===== src/rtl/conv_tile_sched.sv =====
// Layer-level tile scheduler: walks n/r/c/m tile loops and sequences the load,
// clear, compute, tile-reset and store phases of every tile.
module conv_tile_sched #(
  parameter int unsigned R_TILES = 4,
  parameter int unsigned C_TILES = 4,
  parameter int unsigned M_TILES = 2,
  parameter int unsigned N_TILES = 2,
  parameter int unsigned IW      = 8
) (
  input  logic          clk,
  input  logic          rst,
  input  logic          layer_start,
  output logic          layer_done,
  output logic          busy,
  output logic          in_fm_ld_start,
  input  logic          in_fm_ld_done,
  output logic          weight_ld_start,
  input  logic          weight_ld_done,
  output logic          out_fm_clr_start,
  input  logic          out_fm_clr_done,
  output logic          conv_computing_start,
  input  logic          conv_computing_done,
  output logic          conv_tile_reset,
  output logic          out_fm_st_start,
  input  logic          out_fm_st_done,
  output logic [IW-1:0] row_tile_idx,
  output logic [IW-1:0] col_tile_idx,
  output logic [IW-1:0] in_ch_tile_idx,
  output logic [IW-1:0] out_ch_tile_idx
);

  localparam logic [IW-1:0] R_LAST = IW'(R_TILES - 1);
  localparam logic [IW-1:0] C_LAST = IW'(C_TILES - 1);
  localparam logic [IW-1:0] M_LAST = IW'(M_TILES - 1);
  localparam logic [IW-1:0] N_LAST = IW'(N_TILES - 1);

  typedef enum logic [2:0] {
    S_IDLE,
    S_LOAD,
    S_COMPUTE,
    S_TILE_RST,
    S_STORE,
    S_DONE
  } state_t;

  state_t        state_q, state_d;
  logic          first_q;
  logic          in_ok_q, in_ok_d;
  logic          w_ok_q, w_ok_d;
  logic          clr_ok_q, clr_ok_d;
  logic [IW-1:0] r_q, r_d;
  logic [IW-1:0] c_q, c_d;
  logic [IW-1:0] m_q, m_d;
  logic [IW-1:0] n_q, n_d;

  // first_q marks the first cycle after any state change; it qualifies the start pulses.
  always_ff @(posedge clk or posedge rst) begin
    if (rst) begin
      state_q  <= S_IDLE;
      first_q  <= 1'b0;
      in_ok_q  <= 1'b0;
      w_ok_q   <= 1'b0;
      clr_ok_q <= 1'b0;
      r_q      <= '0;
      c_q      <= '0;
      m_q      <= '0;
      n_q      <= '0;
    end else begin
      state_q  <= state_d;
      first_q  <= (state_d != state_q);
      in_ok_q  <= in_ok_d;
      w_ok_q   <= w_ok_d;
      clr_ok_q <= clr_ok_d;
      r_q      <= r_d;
      c_q      <= c_d;
      m_q      <= m_d;
      n_q      <= n_d;
    end
  end

  always_comb begin
    state_d  = state_q;
    in_ok_d  = in_ok_q;
    w_ok_d   = w_ok_q;
    clr_ok_d = clr_ok_q;
    r_d      = r_q;
    c_d      = c_q;
    m_d      = m_q;
    n_d      = n_q;
    case (state_q)
      S_IDLE: begin
        if (layer_start) state_d = S_LOAD;
      end
      S_LOAD: begin
        // A clear is only needed for the first input-channel tile.
        in_ok_d  = in_ok_q | in_fm_ld_done;
        w_ok_d   = w_ok_q | weight_ld_done;
        clr_ok_d = clr_ok_q | out_fm_clr_done | (m_q != '0);
        if (in_ok_d && w_ok_d && clr_ok_d) begin
          state_d  = S_COMPUTE;
          in_ok_d  = 1'b0;
          w_ok_d   = 1'b0;
          clr_ok_d = 1'b0;
        end
      end
      S_COMPUTE: begin
        if (conv_computing_done) state_d = S_TILE_RST;
      end
      S_TILE_RST: begin
        if (m_q != M_LAST) begin
          m_d     = m_q + IW'(1);
          state_d = S_LOAD;
        end else begin
          state_d = S_STORE;
        end
      end
      S_STORE: begin
        if (out_fm_st_done) begin
          if (n_q == N_LAST && r_q == R_LAST && c_q == C_LAST) begin
            state_d = S_DONE;
          end else begin
            state_d = S_LOAD;
            m_d     = '0;
            if (c_q == C_LAST) begin
              c_d = '0;
              if (r_q == R_LAST) begin
                r_d = '0;
                n_d = n_q + IW'(1);
              end else begin
                r_d = r_q + IW'(1);
              end
            end else begin
              c_d = c_q + IW'(1);
            end
          end
        end
      end
      S_DONE: begin
        state_d = S_IDLE;
        r_d     = '0;
        c_d     = '0;
        m_d     = '0;
        n_d     = '0;
      end
      default: state_d = S_IDLE;
    endcase
  end

  always_comb begin
    busy                 = (state_q != S_IDLE);
    in_fm_ld_start       = (state_q == S_LOAD) && first_q;
    weight_ld_start      = (state_q == S_LOAD) && first_q;
    out_fm_clr_start     = (state_q == S_LOAD) && first_q && (m_q == '0);
    conv_computing_start = (state_q == S_COMPUTE);
    conv_tile_reset      = (state_q == S_TILE_RST);
    out_fm_st_start      = (state_q == S_STORE) && first_q;
    layer_done           = (state_q == S_DONE);
  end

  assign row_tile_idx    = r_q;
  assign col_tile_idx    = c_q;
  assign in_ch_tile_idx  = m_q;
  assign out_ch_tile_idx = n_q;

endmodule


===== config.mk =====
export PLATFORM = sky130hd
export DESIGN_NAME = conv_tile_sched
export DESIGN_NICKNAME = d
export VERILOG_FILES = /design/src/rtl/conv_tile_sched.sv
export SDC_FILE = /design/constraint.sdc
export NUM_CORES = 1
export LEC_CHECK = 0
export CAP_MARGIN = 20
export CORE_UTILIZATION = 55
export DETAILED_ROUTE_END_ITERATION = 8
export HOLD_SLACK_MARGIN = 0.03
export PLACE_DENSITY = 0.83
export SYNTH_ARGS = -nofsm -noshare
export SYNTH_HDL_FRONTEND = slang
export SYNTH_SLANG_ARGS = --single-unit

===== constraint.sdc =====
create_clock -name clk -period 2.8 [get_ports clk]
set_input_delay 0.56 -clock clk [delete_from_list [all_inputs] [get_ports clk]]
set_output_delay 0.56 -clock clk [all_outputs]
set_load 0.02 [all_outputs]

==> results of run 1 <==
## power by group through the flow
stage / registers [W] / logic, W / clock network [W]
3_5_place_dp: 0.000828 / 0.000828 / 0
4_1_cts: 0.000819 / 0.000834 / 0.000395
2_1_floorplan: 0.000831 / 0.000516 / 0
5_1_grt: 0.000846 / 0.000921 / 0.000411
3_3_place_gp: 0.000822 / 0.000810 / 0
6_report: 0.000828 / 0.000831 / 0.000387
## sequential cells by signal, indices dropped and copies added, names as in the netlist
signal,flops
in_ch_tile_idx,8
w_ok_q,1
state_q,3
out_ch_tile_idx,8
first_q,1
in_ok_q,1
clr_ok_q,1
row_tile_idx,8
col_tile_idx,8
## per-stage QoR
| stage | hold slack (ps) | instances | power, W | setup slack (ps) |
|---|---|---|---|---|
| floorplan | 463 | 254 | 0.00135 | 559 |
| global placement | 489 | 346 | 0.00163 | 429 |
| detailed placement | 488 | 346 | 0.00166 | 386 |
| CTS | 504 | 353 | 0.00205 | 24.6 |
| global route | 521 | 353 | 0.00218 | 43.4 |
| finish | 499 | 353 | 0.00205 | 147 |
## layout by cell type (no fill, tap or decap), drive strengths merged, types with 7 or more instances in the layout
cell / instances
o31ai: 13
inv: 8
clkdlybuf4s50: 47
a21oi: 18
dfrtp: 39
nor2: 17
ha: 7
and3: 8
nand2b: 7
nand3: 20
o21ai: 33
nand2: 20
## area by class of cell
| cell class | count | area (um^2) |
|---|---|---|
| flip-flops and latches | 39 | 977 |
| well taps | 50 | 62.6 |
| fillers | 338 | 1090 |
| clock inverters | 1 | 5.00 |
| clock buffers | 6 | 82.6 |
| repair buffers | 51 | 500 |
| multi-input cells | 198 | 1250 |
| inverters | 8 | 30.0 |
## kinds of logic after synthesis
family	count (synthesis)	synth area share
AND/OR/NAND/NOR	109	0.274
AO/OA/AOI/OAI	81	0.223
flip-flops	39	0.424
buffers and inverters	17	0.0364
adder cells (fa/ha/maj)	7	0.0381
multiplexers	1	0.00435
## per-layer routing
layer | track usage | vias to the layer above | share of wire
met4 | 0.0904 | 0 | 0.013
met5 | 0 | - | 0
met2 | 0.418 | 51 | 0.48
li1 | - | 1041 | -
met3 | 0.0462 | 8 | 0.041
met1 | 0.360 | 1042 | 0.46
## final timing paths
kind                                          startpoint                        endpoint  slack, ps  cells past startpoint
hold / removal                       in_ok_q$_DFFE_PP0P_             in_ok_q$_DFFE_PP0P_        500                      2
setup / recovery           in_ch_tile_idx[4]$_DFFE_PP0P_                out_fm_clr_start        150                      4
hold reg to reg                      in_ok_q$_DFFE_PP0P_             in_ok_q$_DFFE_PP0P_        500                      2
setup reg to reg             col_tile_idx[0]$_DFFE_PP0P_  out_ch_tile_idx[3]$_DFFE_PP0P_        470                      6
max in group asynchronous                            rst            state_q[0]$_DFF_PP0_       1730                      3
min in group asynchronous                            rst     row_tile_idx[0]$_DFFE_PP0P_        690                      3
## cell usage after synthesis (all sizes together) (3+ instances only)
master  count
nand2b      7
dfrtp      39
o21a        3
nor4b       3
nor3        5
nand2      20
or4         6
nor3b       4
or3         4
buf         7
ha          7
and2        5
a21oi      18
o31ai      13
nor2       17
o21ai      33
inv         8
nand3      20
and3        8
## worst reg2reg max path: cells and delay by family, from the launching register on
family,cells,cell delay (ps)
flops,1,450
simple gates,2,610
compound gates,3,920
fa+ha+maj,1,260
## what timing repair did
item,CTS,global route
setup endpoints to repair,0,1
resized for setup,0,2
buffers inserted,0,0
==> flow_summary_export.csv, run 1 <==
group,metric,value,unit
run_status,status,"finished clean",
die,core_area,0.00400,mm^2
worst_setup_path,cp_cell_sequence,"nor4_2, and2_1, and3_1, clkdlybuf4s50_1",
logic_synthesis,synth_top_area_share,0.424,
placement,placement.cell_area,0.00281,mm^2
logic_synthesis,synth_top_cell_by_area,"dfrtp_1",
clock_network,numCtsBuffers,5,
power,p_leak,1.17,nW
timing,hold_violations,0,
final_layout,utilization,0.726,
power,p_int,0.00124,W
global_route,antenna_found_initial,0,
worst_setup_path,crit_buf_inv,1,
clock_network,cts_tree,"done",
placement,dpl.hpwl,3.85,mm
timing,fin_skew,7.25,ps
logic_synthesis,syn-mean-instance-area,9.06,um^2
worst_setup_path,cp-start-kind,"register",
die,die_w,66.7,um
worst_setup_path,critPathTopFamily,"simple AND/OR/NAND/NOR gates",
global_route,grt_pass1_wl,8.89,mm
logic_synthesis,yosysWarnings,0,
die,die_area,0.00445,mm^2
power,p_seq_frac,0.405,
routing,firstDrtPassIters,4,
global_route,grt_max_degree,40,
routing,drc_errors,0,
clock_network,numClockSinks,39,
power,power_density,705,mW/mm^2
final_layout,fin_nets,318,
global_route,grt_use_total,0.264,
logic_synthesis,ys_types,50,
logic_synthesis,synthFlopType,"dfrtp_1",
worst_setup_path,worst_ep_arrival_time,2090,ps
routing,vias,2142,
timing,worstMarginPinSlew,553,ps
timing,slew_headroom,0.630,
clock_network,clk_pin_slew,80,ps
logic_synthesis,synthArstFlopShare,1.00,
run,cap_violations,0,
timing,slew_violations,0,
power,comb_power_share,0.406,
power,netSwitchingFraction,0.393,
final_layout,drive_above_1_share,0.0858,
timing,rsz0062_at_grt,"false",
power,p_clk_frac,0.189,
worst_setup_path,cpPeakStageDelay,600,ps
power,ir_worst_vdd,0.000531,V
clock_network,cts_buffer_depth,2,
min_path,hp-class,"reg -> reg",
timing,fin_crit_sh,0.948,
worst_setup_path,crit_type,"reg -> out",
global_route,grt_overflow_total,0,
routing,wl_per_cell,15.2,um
worst_setup_path,cp.required,2240,ps
logic_synthesis,synth-edff-count,0,
final_layout,n_antenna_cell,0,
global_route,grt_pass1_vias,1938,
clock_network,clk-insertion-delay-late,290,ps
die,io_pins,48,
logic_synthesis,syn_inst,254,
timing,setup_viol,0,
die,start_util,0.575,
worst_setup_path,cpMaxStageDelayCell,"clkdlybuf4s50_1",
placement,gp_congestion,0.811,
placement,numPortBuffers,47,
logic_synthesis,synth_nets,269,
die,placementRows,23,
clock_network,h-tree-depth,2,
worst_setup_path,crit_fanout,5,
routing,viasPerCell,6.07,
final_layout,stdcell_area,0.00291,mm^2
timing,fin_crit,2650,ps
timing,tns,0,ps
logic_synthesis,synth_area,0.00230,mm^2
die,die_h,66.7,um
routing,drt_iter0_drc,136,
power,p_switching,0.000804,W
logic_synthesis,synth_seq_area_share,0.424,
clock_network,root_buffer,"clkbuf_8",
clock_network,hold_buffers,0,
routing,postRouteAntennaNets,0,
timing,max_freq,0.377,GHz
logic_synthesis,yosys_register_bits,39,
logic_synthesis,netlist_top_cells_area,"dfrtp_1 42%, o21ai_0 7.0%, nand3_1 4.4%",
worst_setup_path,endpoint_kind,"output pin",
final_layout,synthToLayoutAreaGrowth,26.3,%
routing,drt_wl_total,5.36,mm
No activity file was read; power rests on OpenSTA's default activity.
==> inputs of run 2 (changes only) <==
--- a/config.mk
+++ b/config.mk
@@ -5,6 +5,7 @@
 export SDC_FILE = /design/constraint.sdc
 export NUM_CORES = 1
 export LEC_CHECK = 0
+export ABC_CLOCK_PERIOD_IN_PS = 2800
 export CAP_MARGIN = 20
 export CORE_UTILIZATION = 55
 export DETAILED_ROUTE_END_ITERATION = 8
==> results of run 2 <==
Final layout, timing and power as in run 1 (identical DEF).
==> inputs of run 3 (changes only) <==
--- a/config.mk
+++ b/config.mk
@@ -6,8 +6,8 @@
 export NUM_CORES = 1
 export LEC_CHECK = 0
 export ABC_CLOCK_PERIOD_IN_PS = 2800
-export CAP_MARGIN = 20
 export CORE_UTILIZATION = 55
+export CTS_CLUSTER_SIZE = 10
 export DETAILED_ROUTE_END_ITERATION = 8
 export HOLD_SLACK_MARGIN = 0.03
 export PLACE_DENSITY = 0.83
==> results of run 3 <==
Final layout, timing and power as in run 1 (identical DEF).
